==> src/rtl/cpu_pkg.sv <==
// Shared widths, FSM state type and helpers for the writeback stage and register file.
package cpu_pkg;

  localparam int DATA_W   = 16;
  localparam int REG_W    = 4;
  localparam int NUM_REGS = 2 ** REG_W;
  localparam int CNT_W    = 16;

  localparam logic [REG_W-1:0] REG_ZERO = 4'h0;

  typedef enum logic {
    RUN    = 1'b0,
    HALTED = 1'b1
  } wb_state_t;

  // Saturating increment used by both perf counters.
  function automatic logic [CNT_W-1:0] sat_inc(input logic [CNT_W-1:0] v);
    return (&v) ? v : v + 1'b1;
  endfunction

endpackage

==> src/rtl/wb_regfile_if.sv <==
// MEM/WB pipeline inputs, decode read ports and writeback status outputs.
interface wb_regfile_if;
  import cpu_pkg::*;

  logic              wb_hlt;
  logic              wb_from_mem;
  logic              wb_WriteReg;
  logic [REG_W-1:0]  wb_DstReg;
  logic [DATA_W-1:0] wb_MemData;
  logic [DATA_W-1:0] wb_DstData;
  logic [REG_W-1:0]  SrcReg1;
  logic [REG_W-1:0]  SrcReg2;
  logic [DATA_W-1:0] SrcData1;
  logic [DATA_W-1:0] SrcData2;
  logic              wb_wen;
  logic [DATA_W-1:0] wb_data;
  logic              halted;
  logic [CNT_W-1:0]  cyc_count;
  logic [CNT_W-1:0]  wr_count;

  modport master (
    output wb_hlt, wb_from_mem, wb_WriteReg, wb_DstReg, wb_MemData, wb_DstData,
           SrcReg1, SrcReg2,
    input  SrcData1, SrcData2, wb_wen, wb_data, halted, cyc_count, wr_count
  );

  modport slave (
    input  wb_hlt, wb_from_mem, wb_WriteReg, wb_DstReg, wb_MemData, wb_DstData,
           SrcReg1, SrcReg2,
    output SrcData1, SrcData2, wb_wen, wb_data, halted, cyc_count, wr_count
  );

endinterface

==> src/rtl/rf_bank.sv <==
// Register storage: one write port, two combinational read ports with R0 forcing
// and same-cycle write bypass.
module rf_bank
  import cpu_pkg::*;
(
  input  logic              clk,
  input  logic              rst,
  input  logic              we,
  input  logic [REG_W-1:0]  waddr,
  input  logic [DATA_W-1:0] wdata,
  input  logic [REG_W-1:0]  raddr1,
  input  logic [REG_W-1:0]  raddr2,
  output logic [DATA_W-1:0] rdata1,
  output logic [DATA_W-1:0] rdata2
);

  logic [DATA_W-1:0] regs_q [NUM_REGS];
  logic [DATA_W-1:0] regs_d [NUM_REGS];

  // NOTE: every always_comb output gets a full default first so no latch is inferred.
  always_comb begin
    regs_d = regs_q;
    if (we && waddr != REG_ZERO) regs_d[waddr] = wdata;
  end

  // NOTE: the array is reset because the architecture defines all registers as zero
  // after reset; this keeps it in flops rather than a RAM macro, which is fine at 16x16.
  always_ff @(posedge clk) begin
    if (rst) begin
      for (int i = 0; i < NUM_REGS; i++) regs_q[i] <= '0;
    end else begin
      regs_q <= regs_d;
    end
  end

  function automatic logic [DATA_W-1:0] read_port(input logic [REG_W-1:0] idx);
    if (idx == REG_ZERO)           return '0;
    else if (we && idx == waddr)   return wdata;
    else                           return regs_q[idx];
  endfunction

  assign rdata1 = read_port(raddr1);
  assign rdata2 = read_port(raddr2);

endmodule

==> src/rtl/wb_regfile.sv <==
// Writeback stage: data select, write qualification, halt sequencer and perf counters
// around the architectural register file.
module wb_regfile
  import cpu_pkg::*;
(
  input  logic         clk,
  input  logic         rst,
  wb_regfile_if.slave  bus
);

  wb_state_t        state_q, state_d;
  logic             halted_q, halted_d;
  logic [CNT_W-1:0] cyc_count_q, cyc_count_d;
  logic [CNT_W-1:0] wr_count_q, wr_count_d;

  logic              wen;
  logic [DATA_W-1:0] wdata;

  assign wdata = bus.wb_from_mem ? bus.wb_MemData : bus.wb_DstData;
  // HLT retires without writing, and nothing commits once halted.
  assign wen   = (state_q == RUN) && bus.wb_WriteReg && !bus.wb_hlt &&
                 (bus.wb_DstReg != REG_ZERO);

  always_comb begin
    state_d     = state_q;
    halted_d    = halted_q;
    cyc_count_d = cyc_count_q;
    wr_count_d  = wr_count_q;
    if (state_q == RUN) begin
      cyc_count_d = sat_inc(cyc_count_q);
      if (bus.wb_hlt) begin
        state_d  = HALTED;
        halted_d = 1'b1;
      end
    end
    if (wen) wr_count_d = sat_inc(wr_count_q);
  end

  // NOTE: sequential state uses non-blocking assignments so every flop samples
  // the pre-edge values regardless of statement order.
  always_ff @(posedge clk) begin
    if (rst) begin
      state_q     <= RUN;
      halted_q    <= 1'b0;
      cyc_count_q <= '0;
      wr_count_q  <= '0;
    end else begin
      state_q     <= state_d;
      halted_q    <= halted_d;
      cyc_count_q <= cyc_count_d;
      wr_count_q  <= wr_count_d;
    end
  end

  rf_bank u_rf_bank (
    .clk    (clk),
    .rst    (rst),
    .we     (wen),
    .waddr  (bus.wb_DstReg),
    .wdata  (wdata),
    .raddr1 (bus.SrcReg1),
    .raddr2 (bus.SrcReg2),
    .rdata1 (bus.SrcData1),
    .rdata2 (bus.SrcData2)
  );

  assign bus.wb_wen    = wen;
  assign bus.wb_data   = wdata;
  assign bus.halted    = halted_q;
  assign bus.cyc_count = cyc_count_q;
  assign bus.wr_count  = wr_count_q;

endmodule
==> src/flat_wrapper.sv <==
// flat-port wrapper written by rule: the top's interface ports become plain ports
module wb_regfile_flat import cpu_pkg::*;
  (clk, rst, bus_wb_hlt, bus_wb_from_mem, bus_wb_WriteReg, bus_wb_DstReg, bus_wb_MemData, bus_wb_DstData, bus_SrcReg1, bus_SrcReg2, bus_SrcData1, bus_SrcData2, bus_wb_wen, bus_wb_data, bus_halted, bus_cyc_count, bus_wr_count);
  wb_regfile_if bus_i ();
  input  logic clk;
  input  logic rst;
  input wire logic [$bits(bus_i.wb_hlt)-1:0] bus_wb_hlt;
  input wire logic [$bits(bus_i.wb_from_mem)-1:0] bus_wb_from_mem;
  input wire logic [$bits(bus_i.wb_WriteReg)-1:0] bus_wb_WriteReg;
  input wire logic [$bits(bus_i.wb_DstReg)-1:0] bus_wb_DstReg;
  input wire logic [$bits(bus_i.wb_MemData)-1:0] bus_wb_MemData;
  input wire logic [$bits(bus_i.wb_DstData)-1:0] bus_wb_DstData;
  input wire logic [$bits(bus_i.SrcReg1)-1:0] bus_SrcReg1;
  input wire logic [$bits(bus_i.SrcReg2)-1:0] bus_SrcReg2;
  output wire logic [$bits(bus_i.SrcData1)-1:0] bus_SrcData1;
  output wire logic [$bits(bus_i.SrcData2)-1:0] bus_SrcData2;
  output wire logic [$bits(bus_i.wb_wen)-1:0] bus_wb_wen;
  output wire logic [$bits(bus_i.wb_data)-1:0] bus_wb_data;
  output wire logic [$bits(bus_i.halted)-1:0] bus_halted;
  output wire logic [$bits(bus_i.cyc_count)-1:0] bus_cyc_count;
  output wire logic [$bits(bus_i.wr_count)-1:0] bus_wr_count;
  assign bus_i.wb_hlt = bus_wb_hlt;
  assign bus_i.wb_from_mem = bus_wb_from_mem;
  assign bus_i.wb_WriteReg = bus_wb_WriteReg;
  assign bus_i.wb_DstReg = bus_wb_DstReg;
  assign bus_i.wb_MemData = bus_wb_MemData;
  assign bus_i.wb_DstData = bus_wb_DstData;
  assign bus_i.SrcReg1 = bus_SrcReg1;
  assign bus_i.SrcReg2 = bus_SrcReg2;
  assign bus_SrcData1 = bus_i.SrcData1;
  assign bus_SrcData2 = bus_i.SrcData2;
  assign bus_wb_wen = bus_i.wb_wen;
  assign bus_wb_data = bus_i.wb_data;
  assign bus_halted = bus_i.halted;
  assign bus_cyc_count = bus_i.cyc_count;
  assign bus_wr_count = bus_i.wr_count;
  wb_regfile u_core (.clk(clk), .rst(rst), .bus(bus_i));
endmodule
==> config.mk <==
export PLATFORM = sky130hd
export DESIGN_NAME = wb_regfile_flat
export DESIGN_NICKNAME = d
export VERILOG_FILES = /design/src/rtl/cpu_pkg.sv /design/src/rtl/wb_regfile_if.sv /design/src/rtl/rf_bank.sv /design/src/rtl/wb_regfile.sv /design/src/flat_wrapper.sv
export SDC_FILE = /design/constraint.sdc
export NUM_CORES = 1
export LEC_CHECK = 0
export BUFFER_PORTS_ARGS = -buffer_cell sky130_fd_sc_hd__buf_2
export CORE_ASPECT_RATIO = 2
export CORE_MARGIN = 2
export CORE_UTILIZATION = 56
export CTS_BUF_LIST = sky130_fd_sc_hd__clkbuf_8
export DETAILED_ROUTE_END_ITERATION = 7
export HOLD_SLACK_MARGIN = 0.08
export PLACE_DENSITY_LB_ADDON = 0.25
export REMOVE_ABC_BUFFERS = 1
export SETUP_SLACK_MARGIN = 0.3
export SLEW_MARGIN = 20
export SYNTH_ARGS = -nofsm -noshare
export SYNTH_HDL_FRONTEND = slang
export SYNTH_SLANG_ARGS = --single-unit
==> constraint.sdc <==
create_clock -name clk -period 1.6 [get_ports clk]
set_input_delay 0.08 -clock clk [delete_from_list [all_inputs] [get_ports clk]]
set_output_delay 0.08 -clock clk [all_outputs]
set_load 0.05 [all_outputs]
==> metrics.csv, run 1 <==
stage,metric,value,unit
clocking,clock_sink_count,290,
floorplan,start_util,56.52,%
place,gp_congestion,0.8956,
clocking,htreeDepth,2,
synthesis,ys.flop_type,dfxtp_1,
floorplan,placement_rows,84,
run_status,status,stopped before the end,
synthesis,avgSynthCellArea,9.623,µm²
sta,grt-worst-endpoint,bus_SrcData1[14],
place,place_ws,-0.6609,ns
floorplan,io-pin-count,131,
place,place_inst,2049,
sta,endpoint_type,primary output,
clocking,cts_buffer_depth,3,
grt,grt-ovfl-total,29,
place,dp_hpwl,31.69,mm
grt,grt_usage,66.36,%
floorplan,die_w,118.7,µm
clocking,cts-root-buf,clkbuf_8,
synthesis,async_reset_ff_share,0,%
grt,grt_start_max_net_pins,82,
synthesis,synth-edff-count,0,
synthesis,yosysSeqAreaShare,39.41,%
run_status,error,[ERROR GRT-0232] Routing congestion too high. Check the congestion heatmap in the GUI.,
synthesis,synth_top_cell_by_area,dfxtp_1,
synthesis,netlist_instances,1531,
grt,antenna_found_initial,6,
place,io_buffers,130,
synthesis,synth_cell_types,44,
synthesis,ys_warn_count,0,
synthesis,netlist_top_cells_area,"dfxtp_1, a211oi_1, mux2i_1, mux4_2, nor2_1",
run_status,stop_stage,5_1_grt,
clocking,numCtsBuffers,43,
synthesis,netlist_area,14730,µm²
synthesis,synth_top_area_share,39.41,%
floorplan,die_y,233.4,µm
synthesis,ys_ff_latch,290,
-- synthesized netlist by cell type, types with 6 or more instances --
library cell / number
a2111oi_0: 6
a211o_1: 32
a211oi_1: 305
and4_1: 6
buf_2: 61
buf_4: 16
clkbuf_1: 86
dfxtp_1: 290
inv_1: 20
mux2i_1: 146
mux4_2: 64
nand2_1: 12
nand3_1: 11
nand4_1: 13
nor2_1: 292
nor2b_1: 18
o22ai_1: 64
xnor2_1: 27
xor2_1: 8
-- kinds of logic after synthesis --
logic type	count (synthesis)	share of synthesized area (%)
AOI/OAI and AO/OA	418	21.02
and+or+nand+nor	391	11.88
DFF	290	39.41
muxes	212	19.86
buffers and inverters	183	5.588
xor gates and xnor gates	35	2.081
adders and majority gates	2	0.1698
-- stage by stage --
step	hold WS (ns)	instance area [µm²]
detailed placement	0.4683	17330
global placement	0.4442	17330
CTS	0.03317	19710
floorplan	0.1516	13980
-- routing by layer --
layer,GRT usage [%],overflow
met1,65.43,0
met3,46.36,0
met2,86.49,14
met5,14.89,0
met4,67.71,15
-- repair_timing --
item	CTS
hold endpoints to repair	50
pin swaps	61
resized for setup	148
hold buffers	3
setup endpoints to repair	345
cloned	16
buffers inserted	39
==> run 2: changes to the inputs <==
--- a/config.mk
+++ b/config.mk
@@ -6,15 +6,11 @@
 export NUM_CORES = 1
 export LEC_CHECK = 0
 export BUFFER_PORTS_ARGS = -buffer_cell sky130_fd_sc_hd__buf_2
-export CORE_ASPECT_RATIO = 2
 export CORE_MARGIN = 2
-export CORE_UTILIZATION = 56
-export CTS_BUF_LIST = sky130_fd_sc_hd__clkbuf_8
+export CORE_UTILIZATION = 40
 export DETAILED_ROUTE_END_ITERATION = 7
-export HOLD_SLACK_MARGIN = 0.08
-export PLACE_DENSITY_LB_ADDON = 0.25
+export PLACE_DENSITY_LB_ADDON = 0.15
 export REMOVE_ABC_BUFFERS = 1
-export SETUP_SLACK_MARGIN = 0.3
 export SLEW_MARGIN = 20
 export SYNTH_ARGS = -nofsm -noshare
 export SYNTH_HDL_FRONTEND = slang
==> constraint.sdc (replaced) <==
create_clock -name clk -period 2.08 [get_ports clk]
set_input_delay 0.104 -clock clk [delete_from_list [all_inputs] [get_ports clk]]
set_output_delay 0.104 -clock clk [all_outputs]
set_load 0.05 [all_outputs]
==> run 2 against run 1 <==
Net effect:
- the flow now finishes, with violations (setup timing)
- synthesized cell count unchanged
- synthesized area unchanged
==> metrics.csv, run 2 <==
stage,metric,value,unit,change
run_status,status,finished with violations,,was stopped before the end
run_status,violations,setup timing,,
sta,rsz0062_at_grt,yes,,
floorplan,die_y,195.9,µm,was 233.4 µm
clocking,cts-root-buf,clkbuf_16,,was clkbuf_8
floorplan,io-pin-count,131,,unchanged
sta,drv_slew,0,,
clocking,clock_sink_count,290,,unchanged
critical_path,start_kind,flop,,
drt,top_layer,met4,,
synthesis,synth_cell_types,44,,unchanged
drt,wire_per_inst,22.41,µm,
sta,setup_violations,32,,
critical_path,worstSetupPathType,flop to output port,,
synthesis,ys.flop_type,dfxtp_1,,unchanged
finish,largest_register_ffs,256,,
synthesis,netlist_instances,1531,,unchanged
critical_path,cp_cell_sequence,mux4_2 > mux2_4 > a211o_1 > nor2_2 > a211oi_2 > buf_6,,
place,dp_hpwl,33.09,mm,was 31.69 mm
finish,top_register,u_core.u_rf_bank.regs_q,,
synthesis,ys_ff_latch,290,,unchanged
drt,drt-vias-per-instance,5.769,,
clocking,htreeDepth,2,,unchanged
finish,fillCellCount,3371,,
finish,layout-drive-gt1-share,31.14,%,
floorplan,die_w,195.9,µm,was 118.7 µm
drt,dr_wl_met2,23.45,mm,
job,maxCapViolations,0,,
floorplan,start_util,40.44,%,was 56.52%
synthesis,synth_top_cell_by_area,dfxtp_1,,unchanged
synthesis,synth_common_cells,"a211oi_1, nor2_1, dfxtp_1, mux2i_1, clkbuf_1",,unchanged
synthesis,async_reset_ff_share,0,%,unchanged
place,gp_congestion,0.8413,,was 0.8956
sta,worst_pin_slew,0.7399,ns,
synthesis,avgSynthCellArea,9.623,µm²,unchanged
place,place_inst,2130,,was 2049
drt,wl_met1,22.59,mm,
critical_path,reg2reg_from,u_core.state_q$_SDFF_PP0_,,
sta,hold_viol,0,,
synthesis,synth.area.mux_share,19.86,%,unchanged
finish,final_util,52.07,%,
clocking,numCtsBuffers,35,,was 43
sta,relSlewSlack,49.26,%,
floorplan,placement_rows,70,,was 84
clocking,cts_buffer_depth,3,,unchanged
grt,grt-ovfl-total,0,,
drt,drc,0,,
grt,grt_start_max_net_pins,70,,
synthesis,synth-edff-count,0,,unchanged
synthesis,synth-compound-area-share,21.02,%,unchanged
grt,grt_usage,26.05,%,
drt,first_pass_iters,5,,
clocking,cts_tree,done,,
finish,layout_common_cells,"nor2_1, dfxtp_1, a211oi_1",,
synthesis,synth.most_common_cell,a211oi_1,,unchanged
hold_path,worstHoldStart,bus_wb_DstData[4],,
clocking,path_clk_slew,0.06,ns,
synthesis,yosys.area_share.simple,11.88,%,unchanged
synthesis,netlist_top_cells_area,"dfxtp_1, a211oi_1, mux2i_1, mux4_2, nor2_1",,unchanged
synthesis,synth_top_area_share,39.41,%,unchanged
grt,grt_pass1_wl,76.91,mm,
power_and_ir_drop,irDropWorstVdd,0.0005028,V,
drt,finalWirelength,49.71,mm,
hold_path,hold_path.class,input pin to flop,,
drt,routed-via-count,12800,,
sta,setup_ws,-0.2766,ns,
synthesis,synth_top_family_by_area,compound AO/OA/AOI/OAI gates,,unchanged
synthesis,netlist_area,14730,µm²,unchanged
power_and_ir_drop,cellPowerDensity,695.3,nW/µm²,
grt,antenna_found_initial,0,,
power_and_ir_drop,leakage,7.055,nW,
drt,antenna_left,0,,
critical_path,crit_required,1.98,ns,
synthesis,synth_fa_ha_area_share,0.1699,%,unchanged
sta,clock.fmax,0.4243,GHz,
critical_path,worst_path_largest_cell_delay,0.47,ns,
drt,wl_met3,2.167,mm,
critical_path,crit_path_top_delay_cell,mux4_2,,
floorplan,coreArea,36430,µm²,
floorplan,dieArea,38380,µm²,
critical_path,critPathMaxFanout,3,,
finish,final_cells,2218,,
grt,first_global_vias,12800,,
finish,layout.nets,1774,,
synthesis,yosysSeqAreaShare,39.41,%,unchanged
sta,period_needed,2.357,ns,
finish,antenna_cells,0,,
clocking,clk_latency,0.53,ns,
sta,fin_skew,0.01233,ns,
critical_path,critPathCaptureType,output port,,
place,io_buffers,130,,unchanged
critical_path,crit_start,u_core.u_rf_bank.regs_q[14]$_SDFFE_PP0P_,,
drt,drt_iter0_drc,968,,
finish,area_growth,28.76,%,
sta,fin_crit_sh,113.3,%,
synthesis,synthXorXnorAreaFrac,2.081,%,unchanged
synthesis,ys_warn_count,0,,unchanged
finish,layout_commonest_cell,nor2_1,,
critical_path,arrival,2.25,ns,
run 2: cell counts after synthesis:
No cell type changed its count.
run 2: worst max-delay path: cells and delay by family, from the launching register on:
kind,cells,cell delay (ns)
buffers and inverters,1,0.22
flip-flops,1,0.32
multiplexers,2,0.74
AO/OA/AOI/OAI,2,0.34
AND/OR/NAND/NOR,1,0.10
run 2: timing repair:
action                                 in CTS  in global routing
pin swaps                                  53                 25
setup endpoints to repair                  32                 33
setup buffers                              21                  3
gates resized for setup                   129                 42
hold buffers                                2                  0
gates cloned                                1                  0
endpoints found under the hold margin       6                  0
run 2: stage by stage:
step | power [W] | setup TNS (ns) | hold WS [ns] | cell area, µm² | worst slack (ns)
detailed placement | 0.007240 | -0.8659 | 0.4032 | 17000 | -0.1918
global placement | 0.007230 | -0.9252 | 0.3890 | 17000 | -0.1888
CTS | 0.01328 | -5.141 | 0.08541 | 18820 | -0.2987
floorplan | 0.006405 | -68.94 | 0.1756 | 13980 | -1.285
finish | 0.01319 | -3.975 | 0.09296 | 18970 | -0.2766
global route | 0.01362 | -6.702 | 0.1216 | 18970 | -0.3226
run 2: where the power goes:
group | internal, W | switching, W
clock | 0.00354 | 0.00245
sequential | 0.00561 | 0.0000467
combinational | 0.000575 | 0.000964
run 2: cell families after synthesis:
group	Yosys count
compound gates	418
flops	290
xor+xnor	35
simple gates	391
fa+ha+maj	2
mux	212
buf+inv	183
run 2: path summary, 6_finish.rpt:
kind	end	depth (start not counted)	slack, ns
setup reg to reg	u_core.u_rf_bank.regs_q[51]$_SDFFE_PP0P_	7	0.15
hold reg to reg	u_core.bus.halted$_SDFFE_PP0P_	2	0.46
hold / removal	u_core.u_rf_bank.regs_q[36]$_SDFFE_PP0P_	4	0.09
setup / recovery	bus_SrcData2[14]	6	-0.28
run 2: area by class of cell:
class,count,area (µm²),share of cell area (%)
inverter,20,75.07,0.3957
sequential,290,5827,30.71
timing repair buffer,318,2858,15.06
tap,468,585.6,3.087
clock inverter,14,112.6,0.5936
clock buffer,50,1012,5.336
multi-input combinational,1058,8501,44.81
run 2: routing by layer:
layer	global-route usage, %	vias to the layer above
li1	-	6157
met3	3.644	94
met5	0	-
met2	42.35	343
met4	9.540	0
met1	35.41	6201
Note: power is estimated with default switching activity, not from simulation.
